<file path="config.mk">
export PLATFORM = sky130hd
export DESIGN_NAME = fsk16_demap_flat
export DESIGN_NICKNAME = d
export VERILOG_FILES = /design/src/rtl/fsk16_pkg.sv /design/src/rtl/fsk16_demap_if.sv /design/src/rtl/fsk16_sym_fifo.sv /design/src/rtl/fsk16_demap.sv /design/src/flat_wrapper.sv
export SDC_FILE = /design/constraint.sdc
export NUM_CORES = 1
export LEC_CHECK = 0
export CORE_ASPECT_RATIO = 1.75
export CORE_MARGIN = 8
export CORE_UTILIZATION = 46
export CTS_BUF_LIST = sky130_fd_sc_hd__clkbuf_16
export CTS_CLUSTER_DIAMETER = 50
export DETAILED_ROUTE_END_ITERATION = 7
export PLACE_DENSITY = 0.81
export SYNTH_ARGS = -nofsm -noshare
export SYNTH_HDL_FRONTEND = slang
export SYNTH_SLANG_ARGS = --single-unit
export TNS_END_PERCENT = 30
</file>
<file path="constraint.sdc">
create_clock -name clk_load -period 2.05 [get_ports clk_load]
set_input_delay 0.41 -clock clk_load [delete_from_list [all_inputs] [get_ports clk_load]]
set_output_delay 0.41 -clock clk_load [all_outputs]
set_load 0.005 [all_outputs]
</file>
<file path="src/rtl/fsk16_pkg.sv">
// Shared 16FSK grid constants, symbol type and the hard-decision demapper.
package fsk16_pkg;

  localparam int F_MIN  = -30;
  localparam int F_STEP = 4;
  localparam int N_SYM  = 16;
  localparam int FREQ_W = 8;

  typedef logic [3:0] sym_t;

  typedef struct packed {
    sym_t sym;
    logic off_grid;
  } demap_t;

  // Nearest-grid-point decision. Shifting the code by half a step above
  // F_MIN turns each decision cell into an aligned group of F_STEP codes.
  // That makes the symbol a plain bit slice and boundary codes round up.
  function automatic demap_t freq_to_sym(input logic signed [FREQ_W-1:0] freq);
    logic signed [FREQ_W:0] off;
    demap_t                 res;
    off = {freq[FREQ_W-1], freq} + (FREQ_W+1)'(F_STEP / 2 - F_MIN);
    if (off[FREQ_W]) begin
      res.sym      = '0;
      res.off_grid = 1'b1;
    end else if (off > (FREQ_W+1)'(N_SYM * F_STEP - 1)) begin
      res.sym      = '1;
      res.off_grid = 1'b1;
    end else begin
      res.sym      = off[5:2];
      res.off_grid = (off[1:0] != 2'(F_STEP / 2));
    end
    return res;
  endfunction

endpackage

</file>
<file path="src/rtl/fsk16_demap_if.sv">
// Frequency-estimate input and serialized data/statistics output bundle.
interface fsk16_demap_if #(parameter int ERR_W = 8);
  import fsk16_pkg::*;

  logic [FREQ_W-1:0] freq_in;
  logic              freq_valid;
  logic              clr_stat;
  logic [1:0]        dataout;
  logic              dout_valid;
  sym_t              sym_out;
  logic              overflow;
  logic [ERR_W-1:0]  err_cnt;

  modport master (
    output freq_in, freq_valid, clr_stat,
    input  dataout, dout_valid, sym_out, overflow, err_cnt
  );

  modport slave (
    input  freq_in, freq_valid, clr_stat,
    output dataout, dout_valid, sym_out, overflow, err_cnt
  );

endinterface

</file>
<file path="src/rtl/fsk16_sym_fifo.sv">
// Small show-ahead symbol FIFO; pointers carry one extra wrap bit.
module fsk16_sym_fifo #(
  parameter int DEPTH = 4,
  parameter int W     = 4
) (
  input  logic         clk_load,
  input  logic         rst,
  input  logic         push_i,
  input  logic [W-1:0] din_i,
  input  logic         pop_i,
  output logic [W-1:0] dout_o,
  output logic         full_o,
  output logic         empty_o
);
  localparam int AW = $clog2(DEPTH);

  logic [W-1:0] mem_q [DEPTH];
  logic [AW:0]  wptr_q, wptr_d;
  logic [AW:0]  rptr_q, rptr_d;
  logic         wr_en, rd_en;

  assign empty_o = (wptr_q == rptr_q);
  assign full_o  = (wptr_q[AW] != rptr_q[AW]) && (wptr_q[AW-1:0] == rptr_q[AW-1:0]);
  // A full FIFO still takes a write when the same edge frees a slot.
  assign wr_en   = push_i && (!full_o || pop_i);
  assign rd_en   = pop_i && !empty_o;
  assign dout_o  = mem_q[rptr_q[AW-1:0]];

  // Pointer advance on accepted writes and reads.
  always_comb begin
    wptr_d = wptr_q;
    rptr_d = rptr_q;
    if (wr_en) wptr_d = wptr_q + {{AW{1'b0}}, 1'b1};
    if (rd_en) rptr_d = rptr_q + {{AW{1'b0}}, 1'b1};
  end

  // Pointer registers; reset empties the FIFO.
  always_ff @(posedge clk_load or negedge rst) begin
    if (!rst) begin
      wptr_q <= '0;
      rptr_q <= '0;
    end else begin
      wptr_q <= wptr_d;
      rptr_q <= rptr_d;
    end
  end

  // Storage array; contents need no reset because the pointers gate them.
  always_ff @(posedge clk_load) begin
    if (wr_en) mem_q[wptr_q[AW-1:0]] <= din_i;
  end

endmodule

</file>
<file path="src/rtl/fsk16_demap.sv">
// 16FSK receive demapper: decision, symbol buffering, 2-bit serializer, stats.
module fsk16_demap import fsk16_pkg::*; #(
  parameter int FIFO_DEPTH = 4,
  parameter int ERR_W      = 8
) (
  input  logic         clk_load,
  input  logic         rst,
  fsk16_demap_if.slave bus
);
  localparam logic [1:0] ST_IDLE = 2'd0;
  localparam logic [1:0] ST_HI   = 2'd1;
  localparam logic [1:0] ST_LO   = 2'd2;

  demap_t           dec;
  sym_t             head;
  logic             fifo_full, fifo_empty, pop, drop;
  logic [1:0]       state_q, state_d;
  sym_t             sym_q, sym_d;
  logic [1:0]       data_q, data_d;
  logic             valid_q, valid_d;
  logic             ovf_q, ovf_d;
  logic [ERR_W-1:0] err_q, err_d;

  assign dec  = freq_to_sym(bus.freq_in);
  // The head may leave whenever the low pair of the previous symbol is not still pending.
  assign pop  = !fifo_empty && (state_q != ST_HI);
  assign drop = bus.freq_valid && fifo_full && !pop;

  fsk16_sym_fifo #(.DEPTH(FIFO_DEPTH), .W(4)) u_fifo (
    .clk_load (clk_load),
    .rst      (rst),
    .push_i   (bus.freq_valid),
    .din_i    (dec.sym),
    .pop_i    (pop),
    .dout_o   (head),
    .full_o   (fifo_full),
    .empty_o  (fifo_empty)
  );

  // Serializer: high pair on the pop edge, low pair next, chain without a gap.
  always_comb begin
    state_d = state_q;
    sym_d   = sym_q;
    data_d  = data_q;
    valid_d = 1'b0;
    case (state_q)
      ST_IDLE, ST_LO: begin
        if (pop) begin
          sym_d   = head;
          data_d  = head[3:2];
          valid_d = 1'b1;
          state_d = ST_HI;
        end else begin
          state_d = ST_IDLE;
        end
      end
      ST_HI: begin
        data_d  = sym_q[1:0];
        valid_d = 1'b1;
        state_d = ST_LO;
      end
      default: state_d = ST_IDLE;
    endcase
  end

  // Diagnostics: sticky overflow and saturating off-grid count; clear wins.
  always_comb begin
    ovf_d = ovf_q;
    err_d = err_q;
    if (bus.clr_stat) begin
      ovf_d = 1'b0;
      err_d = '0;
    end else begin
      if (drop) ovf_d = 1'b1;
      if (bus.freq_valid && dec.off_grid && (err_q != {ERR_W{1'b1}}))
        err_d = err_q + {{(ERR_W-1){1'b0}}, 1'b1};
    end
  end

  // State and output registers; reset abandons any symbol in flight.
  always_ff @(posedge clk_load or negedge rst) begin
    if (!rst) begin
      state_q <= ST_IDLE;
      sym_q   <= '0;
      data_q  <= '0;
      valid_q <= 1'b0;
      ovf_q   <= 1'b0;
      err_q   <= '0;
    end else begin
      state_q <= state_d;
      sym_q   <= sym_d;
      data_q  <= data_d;
      valid_q <= valid_d;
      ovf_q   <= ovf_d;
      err_q   <= err_d;
    end
  end

  assign bus.dataout    = data_q;
  assign bus.dout_valid = valid_q;
  assign bus.sym_out    = sym_q;
  assign bus.overflow   = ovf_q;
  assign bus.err_cnt    = err_q;

endmodule
</file>
<file path="src/flat_wrapper.sv">
// flat-port wrapper written by rule: the top's interface ports become plain ports
module fsk16_demap_flat import fsk16_pkg::*;
#(
  parameter int FIFO_DEPTH = 4,
  parameter int ERR_W      = 8
)
  (clk_load, rst, bus_freq_in, bus_freq_valid, bus_clr_stat, bus_dataout, bus_dout_valid, bus_sym_out, bus_overflow, bus_err_cnt);
  fsk16_demap_if #(.ERR_W(ERR_W)) bus_i ();
  input  logic clk_load;
  input  logic rst;
  input wire logic [$bits(bus_i.freq_in)-1:0] bus_freq_in;
  input wire logic [$bits(bus_i.freq_valid)-1:0] bus_freq_valid;
  input wire logic [$bits(bus_i.clr_stat)-1:0] bus_clr_stat;
  output wire logic [$bits(bus_i.dataout)-1:0] bus_dataout;
  output wire logic [$bits(bus_i.dout_valid)-1:0] bus_dout_valid;
  output wire logic [$bits(bus_i.sym_out)-1:0] bus_sym_out;
  output wire logic [$bits(bus_i.overflow)-1:0] bus_overflow;
  output wire logic [$bits(bus_i.err_cnt)-1:0] bus_err_cnt;
  assign bus_i.freq_in = bus_freq_in;
  assign bus_i.freq_valid = bus_freq_valid;
  assign bus_i.clr_stat = bus_clr_stat;
  assign bus_dataout = bus_i.dataout;
  assign bus_dout_valid = bus_i.dout_valid;
  assign bus_sym_out = bus_i.sym_out;
  assign bus_overflow = bus_i.overflow;
  assign bus_err_cnt = bus_i.err_cnt;
  fsk16_demap #(.FIFO_DEPTH(FIFO_DEPTH), .ERR_W(ERR_W)) u_core (.clk_load(clk_load), .rst(rst), .bus(bus_i));
endmodule
</file>
Word level (Yosys, flattened, before mapping)
Memories as Yosys holds them, arrays and structs flattened.
Index checks and enable logic that the tools add are counted.
{"block": "classes", "order_cmp": 1, "n_eq_ne": 9, "addsub": 4, "mux": 14, "reduce_logical": 19}
{"operator": "$mux 8", "count": 2}
{"operator": "$mux 5", "count": 2}
{"operator": "$add 8x7->9 const B", "count": 1}
{"operator": "$gt 9x7->1 const B", "count": 1}
{"operator": "$add 8x1->8 const B", "count": 1}
{"operator": "$logic_and 1x1->1", "count": 8}
{"operator": "$ne 8x8->1 const B", "count": 1}
{"operator": "$pmux 2 s2", "count": 2}
{"operator": "$add 3x1->3 const B", "count": 2}
{"operator": "$mux 1", "count": 6}
{"operator": "$reduce_bool 2->1", "count": 3}
{"operator": "$ne 2x1->1 const B", "count": 2}
{"operator": "$reduce_and 2->1", "count": 2}
{"operator": "$eq 3x3->1", "count": 1}
{"operator": "$logic_not 1->1", "count": 3}
{"operator": "$eq 2x1->1 const B", "count": 1}
{"operator": "$eq 2x2->1", "count": 1}
{"operator": "$eq 2x2->1 const B", "count": 1}
{"operator": "$logic_not 2->1", "count": 1}
{"operator": "$mux 2", "count": 1}
{"operator": "$ne 2x2->1 const B", "count": 1}
{"operator": "$pmux 1 s2", "count": 1}
{"operator": "$reduce_or 2->1", "count": 1}
{"operator": "$logic_or 1x1->1", "count": 1}
{"operator": "$ne 1x1->1", "count": 1}
{"block": "totals", "n_memories": 1, "regBits": 24, "input_bits": 12, "output_inout_bits": 16, "word_cells": 56, "mem_bits_rw": 16}
{"memory": "u_core.u_fifo.mem_q", "depth": 4, "word_bits": 4, "rd": 1, "rd_ports_with_merged_regs": 0, "write_ports": 1, "line": "fsk16_sym_fifo.sv:17", "source": "logic [W-1:0] mem_q [DEPTH];"}

Longest topological paths before layout
Gate-level depths: netlist (run 1).
{"block": "logic_depth", "word_depth": 8, "mapped_depth": 6, "mapped_depth_nobuf": 5}

Modules after synthesis
A second synthesis (run 1) with hierarchy kept.
{"block": "hier_totals", "hier_cells": 160, "area_unflattened_um2": 2025.7}
{"module": "fsk16_sym_fifo", "area_each_um2": 1057.3, "n_inst": 1, "seq_area_each_um2": 630.6, "cells_each": 64}
{"module": "fsk16_demap", "area_each_um2": 968.4, "n_inst": 1, "seq_area_each_um2": 450.4, "cells_each": 96}

Worst setup path after synthesis (run 1)
No wires, ideal clock.
{"block": "synth_timing", "path_kind": "in2reg", "start": "in bus_freq_in[5]", "end": "reg u_core.err_q[5], in the netlist u_core.bus.err_cnt[5]", "n_path_buf": 1, "t_required_ns": 1.925, "t_arrival_ns": 1.677, "stages": 6, "slack_ns": 0.248, "setup_ns": 0.125, "cell_sequence": "ha_1 > xor2_1 > o41ai_4 > buf_6 > nor4_1 > mux2_2"}
{"block": "synth_between", "elab_chain_cells": 7}
{"item": "from (decl)", "line": "flat_wrapper.sv:11", "source": "input wire logic [$bits(bus_i.freq_in)-1:0] bus_freq_in;"}
{"item": "$add 8x7->9 *", "line": "fsk16_pkg.sv:22", "source": "off = {freq[FREQ_W-1], freq} + (FREQ_W+1)'(F_STEP / 2 - F_MIN);"}
{"item": "$gt 9x7->1", "line": "fsk16_pkg.sv:26", "source": "end else if (off > (FREQ_W+1)'(N_SYM * F_STEP - 1)) begin"}
{"item": "$mux 5", "line": "fsk16_pkg.sv:26"}
{"item": "$mux 5 *", "line": "fsk16_pkg.sv:23", "source": "if (off[FREQ_W]) begin"}
{"item": "$logic_and 1x1->1 * (2 in a row)", "line": "fsk16_demap.sv:75", "source": "if (bus.freq_valid && dec.off_grid && (err_q != {ERR_W{1'b1}}))"}
{"item": "$reduce_bool 2->1 (no source line) *"}
{"item": "to (signal assigned)", "line": "fsk16_demap.sv:95", "source": "err_q <= err_d;"}
{"item": "to (decl)", "line": "fsk16_demap.sv:22", "source": "logic [ERR_W-1:0] err_q, err_d;"}
Mark *: on every way between the ends. The rest lies on a longest branch, timed or not.
A chain may end at the register's enable or synchronous reset.

Final worst setup path (run 1)
{"block": "layout_timing", "start": "in bus_freq_in[7]", "end": "reg u_core.err_q[7], in the netlist u_core.bus.err_cnt[7]"}
Same word-level chain as after synthesis.

==> results of run 1 <==
[where the power goes]
group	total, mW	internal, mW	switching [mW]	leakage (nW)
Clock	0.714	0.437	0.277	0.0738
Combinational	1.02	0.569	0.450	0.448
Sequential	1.27	1.08	0.182	0.448
Total	3.00	2.09	0.909	0.970
[cells by family after synthesis]
| kind of cell | after synthesis |
|---|---|
| XOR/XNOR | 9 |
| adder cells (fa/ha/maj) | 8 |
| AO/OA/AOI/OAI | 27 |
| flip-flops | 40 |
| buffers and inverters | 13 |
| AND/OR/NAND/NOR | 39 |
| multiplexers | 8 |
[layer usage]
layer  GRT usage [%]  vias to the layer above  wire length (um)  share of wire, %
li1                -                      603                 -                 -
met1           11.34                      627              1332                33
met5               0                        -                 0                 0
met3           4.651                       12               229               5.7
met4           8.108                        0               169               4.2
met2           26.00                       37              2251                57
[area by class of cell]
class	count	share of cell area, %
multi-input cells	91	32.24
clock buffers	5	5.192
flip-flops and latches	40	44.86
clock inverters	3	0.4673
well taps	49	2.544
repair buffers	34	13.45
inverters	8	1.246
[worst max-delay path, cell delays in order]
cell and delay, ns:
clkdlybuf4s50_1 0.54, a21boi_2 0.27, o41ai_4 0.12, buf_6 0.17, or4_1 0.50, a21oi_2 0.16
[final timing paths]
check	from	endpoint	slack (ns)	cells past startpoint
setup / recovery	bus_freq_in[7]	u_core.bus.err_cnt[7]$_DFFE_PN0P_	0.08	6
max in group asynchronous	rst	u_core.bus.err_cnt[1]$_DFFE_PN0P_	1.32	2
setup reg to reg	u_core.bus.err_cnt[0]$_DFFE_PN0P_	u_core.bus.err_cnt[5]$_DFFE_PN0P_	0.19	5
hold / removal	u_core.bus.sym_out[2]$_DFFE_PN0P_	u_core.bus.sym_out[2]$_DFFE_PN0P_	0.48	1
min in group asynchronous	rst	u_core.bus.sym_out[1]$_DFFE_PN0P_	0.49	2
hold reg to reg	u_core.bus.sym_out[2]$_DFFE_PN0P_	u_core.bus.sym_out[2]$_DFFE_PN0P_	0.48	1
[stage by stage]
step	hold WS [ns]	util [%]	instance area, um2
after floorplan	0.1144	-	1906
after global placement	0.4599	55.30	2252
after global routing	0.5053	59.17	2410
after detailed placement	0.4733	55.30	2252
after CTS	0.4853	59.17	2410
final	0.4815	59.17	2410
[cells in the final DEF (no fill, tap or decap), types with 2 or more instances in the layout]
master	instances
o31ai_1	4
ha_1	7
buf_4	6
o21ai_0	3
clkbuf_16	5
nand3_1	3
nor2_1	8
dlygate4sd2_1	2
a31oi_1	2
nand2_1	5
inv_1	10
a21o_1	2
a221o_1	2
xnor2_1	5
and4_4	2
edfxtp_1	16
dfrtp_1	24
mux4_2	2
and2_1	4
and4_1	2
xor2_1	3
nor2b_1	5
clkdlybuf4s50_1	25
a21oi_1	8
or4_1	5
mux2_2	4
mux4_1	2
[flip-flops by register name, indices dropped and copies added, names as in the netlist]
register / count
u_core.bus.sym_out: 4
u_core.u_fifo.wptr_q: 3
u_core.state_q: 2
u_core.u_fifo.rptr_q: 3
u_core.bus.dataout: 2
u_core.bus.dout_valid: 1
u_core.bus.err_cnt: 8
u_core.bus.overflow: 1
u_core.u_fifo.mem_q: 16
[repair_timing]
item	in CTS	in global routing
resized for setup	7	0
buffers inserted	0	0
setup endpoints to repair	8	0
hold buffers	0	0
==> flow_summary.ini, run 1 <==
[synth]
muxShareOfSynthArea_pct = 7.485
synth.avg_cell_area_um2 = 13.23
synth-edff-count = 16
ys_warn_count = 0
synth_cell_type_count = 37
synth.area.top_cells = dfrtp_1, edfxtp_1, ha_1, mux4_1, a21oi_1
synthXorXnorAreaFrac_pct = 4.137
synth_area_um2 = 1906
seq_area_frac_synth_pct = 56.73
syn-num-nets = 164
synth_fa_ha_area_share_pct = 5.253
yosysTopAreaCell = dfrtp_1
syn_inst = 144
async_flop_share_pct = 60.00
synthFlopType = dfrtp_1
synth_compound_gate_area_share_pct = 10.64
synthSimpleGateAreaFrac_pct = 12.21
yosys.area.top_type_share_pct = 31.52
ys_ff_latch = 40
synth_common_cells = dfrtp_1, edfxtp_1, a21oi_1
synth_most_common_cell = dfrtp_1
synth_top_family_by_area = simple AND/OR/NAND/NOR gates

[status]
status = finished clean

[placed_design]
port-buffer-count = 27
place_congestion = 0.7647
dp_hpwl_mm = 3.026
dp_slack_ns = -0.4965
dp_cells = 222

[route]
dr.pass1.iters = 4
wl_mm = 3.983
via_per_inst = 5.561
vias = 1279
drc = 0
wl_per_cell_um = 17.32
drt_iter0_drc = 46
ant_nets = 0

[timing]
fmax_mhz = 508.3
skew_ns = 0.005165
post-route-period-util_pct = 95.97
rsz0062_at_grt = no
worst_pin_slew_ns = 0.4252
maxSlewViolCount = 0
min_period_ns = 1.967
hold_viol = 0
fin_ws_ns = 0.08264
relSlewSlack_pct = 71.28
fin_setup_tns_ns = 0
final-setup-viol-count = 0

[critical_path]
critPathCaptureType = flip-flop
crit_arrival_ns = 2.17
crit_fanout = 14
worstPathRequired_ns = 2.25
path_class = in2reg
start_kind = input port

[power]
powerDensity_nw_per_um2 = 1245
leakage_nw = 0.9699
p_total_mw = 2.999
ir_drop_mv = 0.7506

[floorplan]
die_w_um = 64.66
die_y_um = 101.1
die_area_um2 = 6540
row_count = 31
num_io_pins = 28
initial_core_util_pct = 46.79
coreArea_um2 = 4073

[cells_and_area]
multi_input_area_um2 = 777.0
syn2layout_area_growth_pct = 26.46
instances_no_fill = 230
drive_gt1_share_pct = 16.57
fillers = 327
antenna_cells = 0
nets = 200
ff_latch_area_um2 = 1081

[grt]
antenna_found_initial = 0
grtUsageTotal_pct = 13.57
grt_max_degree = 25
gr-total-overflow = 0
grt_pass1_vias = 1415
grt_pass1_wl_mm = 6.775

[job]
cap_violations = 0

[clock_network]
cts_buffer_depth = 2
cts_made_buffers = 5
cts_tree = done
cts_max_level = 2
clk_latency_ns = 0.28
clkTransAtPathRegs_ns = 0.05
root_buffer = clkbuf_16
clkSinkCount = 40

[worst_hold_path]
hold_class = reg2reg
Power figures use the tool's default switching activity.
==> run 2: changes to the inputs <==
- SYNTH_HIERARCHICAL: not set -> 1
==> run 2 against run 1 <==
Compared with the run above:
- combinational power is 56% higher
- final cell count up 12%
- via count increased by 13%
- first-iteration DRC count grew to 2.9 times the previous value
- area after synthesis increased by 6.3%
- critical path depth unchanged
- cell area is 9.5% higher
- critical path type unchanged
- largest power group is now combinational cells
- highest routed layer unchanged
==> flow_summary.ini, run 2 <==
[cells_and_area]
largest_reg_flops = 16
ff_latch_area_um2 = 1082
nets = 226
mostFrequentLayoutCells = clkdlybuf4s50_1, dfrtp_1, buf_4
fillers = 341
multi_input_area_um2 = 918.4
antenna_cells = 0
final_common_cell = clkdlybuf4s50_1
final_util_pct = 61.02
syn2layout_area_growth_pct = 30.27
drive_gt1_share_pct = 24.15

[clock_network]
clkTransAtPathRegs_ns = 0.06
cts_buffer_depth = 2
root_buffer = clkbuf_16
cts_made_buffers = 5
clkSinkCount = 40
postCtsSetupRepairBufs = 0
clk_latency_ns = 0.28
cts_tree = done
cts_max_level = 2

[critical_path]
r2r-start = u_core/u_fifo/rptr_q[0]$_DFFE_PN0P_
critPathCaptureType = flip-flop
crit_fanout = 6
start_kind = input port
r2r_cells = 5
path_class = in2reg
rrSetupSlack_ns = 0.08
r2r_end = u_core/u_fifo/mem_q[0][0]$_DFFE_PP_
worstPathRequired_ns = 2.21
crit_arrival_ns = 2.15

[synth]
syn_inst = 160
async_flop_share_pct = 60.00
synth_area_um2 = 2026
ys_warn_count = 6
synth.avg_cell_area_um2 = 12.66
synth_most_common_cell = dfrtp_1
synth_common_cells = dfrtp_1, edfxtp_1, nor2_1
seq_area_frac_synth_pct = 53.37
yosys.area.top_type_share_pct = 29.65
yosysTopAreaCell = dfrtp_1
syn-num-nets = 180
synthFlopType = dfrtp_1
synth_cell_type_count = 48
ys_ff_latch = 40
synth-edff-count = 16
synth.area.top_cells = dfrtp_1, edfxtp_1, ha_1, mux2_2, mux4_1

[floorplan]
initial_core_util_pct = 46.85
die_w_um = 66.17
die_area_um2 = 6867
num_io_pins = 28
coreArea_um2 = 4324
row_count = 32
die_y_um = 103.8

[timing]
rsz0062_at_grt = no
final-setup-viol-count = 0
hold-worst-slack_ns = 0.4672
fin_setup_tns_ns = 0
post-route-period-util_pct = 97.09
hold_viol = 0
relSlewSlack_pct = 64.27
min_period_ns = 1.990
worst_pin_slew_ns = 0.5321
fmax_mhz = 502.4
maxSlewViolCount = 0
skew_ns = 0.005370
fin_ws_ns = 0.05973

[worst_hold_path]
min_from = u_core/bus.dataout[0]$_DFFE_PN0P_
whs_endpoint = u_core/bus.dataout[0]$_DFFE_PN0P_
hold_depth = 2
hold_class = reg2reg

[status]
status = finished clean

[grt]
grt_max_degree = 25
antenna_found_initial = 0
grt_pass1_wl_mm = 6.865
gr-total-overflow = 0
grtUsageTotal_pct = 12.73
grt_pass1_vias = 1489

[route]
drt_iter0_drc = 133
wl_mm = 4.176
ant_nets = 0
drc = 0
via_per_inst = 5.581
wl_per_cell_um = 16.19
dr.pass1.iters = 4
vias = 1440

[power]
powerDensity_nw_per_um2 = 1343
p_total_mw = 3.545
ir_drop_mv = 0.7383
leakage_nw = 1.052

[placed_design]
dp_hpwl_mm = 3.176
place_congestion = 0.8278
dp_slack_ns = -0.2884
port-buffer-count = 27

[job]
cap_violations = 0
-- run 2: routing by layer --
metal	up-vias	share of wire [%]	track usage, %
met5	-	0	0
met4	0	2.1	6.452
met3	7	3.8	2.697
met2	31	59	23.46
met1	716	35	12.38
li1	686	-	-
-- run 2: metrics by stage --
step,area [um2],instances
floorplan,2049,160
global placement,2480,250
detailed placement,2480,250
CTS,2626,258
global route,2639,258
finish,2639,258
-- run 2: worst max path at each step --
stage / start / endpoint / slack, ns / depth (start not counted)
2_1_floorplan: u_core/u_fifo/rptr_q[0]$_DFFE_PN0P_ / u_core/u_fifo/mem_q[0][0]$_DFFE_PP_ / -0.03 / 7
3_3_place_gp: bus_freq_in[5] / u_core/bus.err_cnt[5]$_DFFE_PN0P_ / -0.23 / 6
3_5_place_dp: bus_freq_in[6] / u_core/bus.err_cnt[6]$_DFFE_PN0P_ / -0.29 / 6
4_1_cts: bus_freq_in[6] / u_core/bus.err_cnt[5]$_DFFE_PN0P_ / 0.01 / 6
5_1_grt: bus_freq_in[6] / u_core/bus.err_cnt[6]$_DFFE_PN0P_ / 0.01 / 6
6_report: bus_freq_in[6] / u_core/bus.err_cnt[6]$_DFFE_PN0P_ / 0.06 / 6
-- run 2: layout make-up --
type | count | share of cell area (%)
Timing Repair Buffer | 45 | 15.36
Clock inverter | 3 | 0.5216
Multi-Input combinational cell | 106 | 34.80
Inverter | 8 | 1.138
Tap cell | 51 | 2.418
Sequential cell | 40 | 41.01
Clock buffer | 5 | 4.742
-- run 2: kinds of logic (layout without fill, tap and decap cells) --
group                    count (synthesis)  count (layout)  share of synthesized area (%)
multiplexers                            13              13                          10.01
adder cells (fa/ha/maj)                  8               8                          4.942
AND/OR/NAND/NOR                         49              49                          14.08
AO/OA/AOI/OAI                           29              29                          10.44
buffers and inverters                   14              61                          3.212
flip-flops                              40              40                          53.37
XOR/XNOR                                 7               7                          3.954
-- run 2: what timing repair did --
| item | in CTS | in global routing |
|---|---|---|
| endpoints found under the setup margin | 1 | 21 |
| resized for setup | 1 | 4 |
| pin swaps | 0 | 1 |
| cloned | 0 | 0 |
| endpoints found under the hold margin | 0 | 0 |
| hold buffers | 0 | 0 |
-- run 2: power by group --
part | leakage (nW) | switching (mW) | total, mW | internal, mW
Sequential | 0.446 | 0.146 | 1.24 | 1.09
Combinational | 0.536 | 0.770 | 1.59 | 0.819
Clock | 0.0710 | 0.278 | 0.719 | 0.441
Total | 1.05 | 1.19 | 3.54 | 2.35
-- run 2: critical path: stages --
cell	delay (ns)
clkdlybuf4s50_1	0.52
ha_2	0.23
xor2_2	0.22
nor4_4	0.10
nor4_1	0.31
mux2_2	0.36
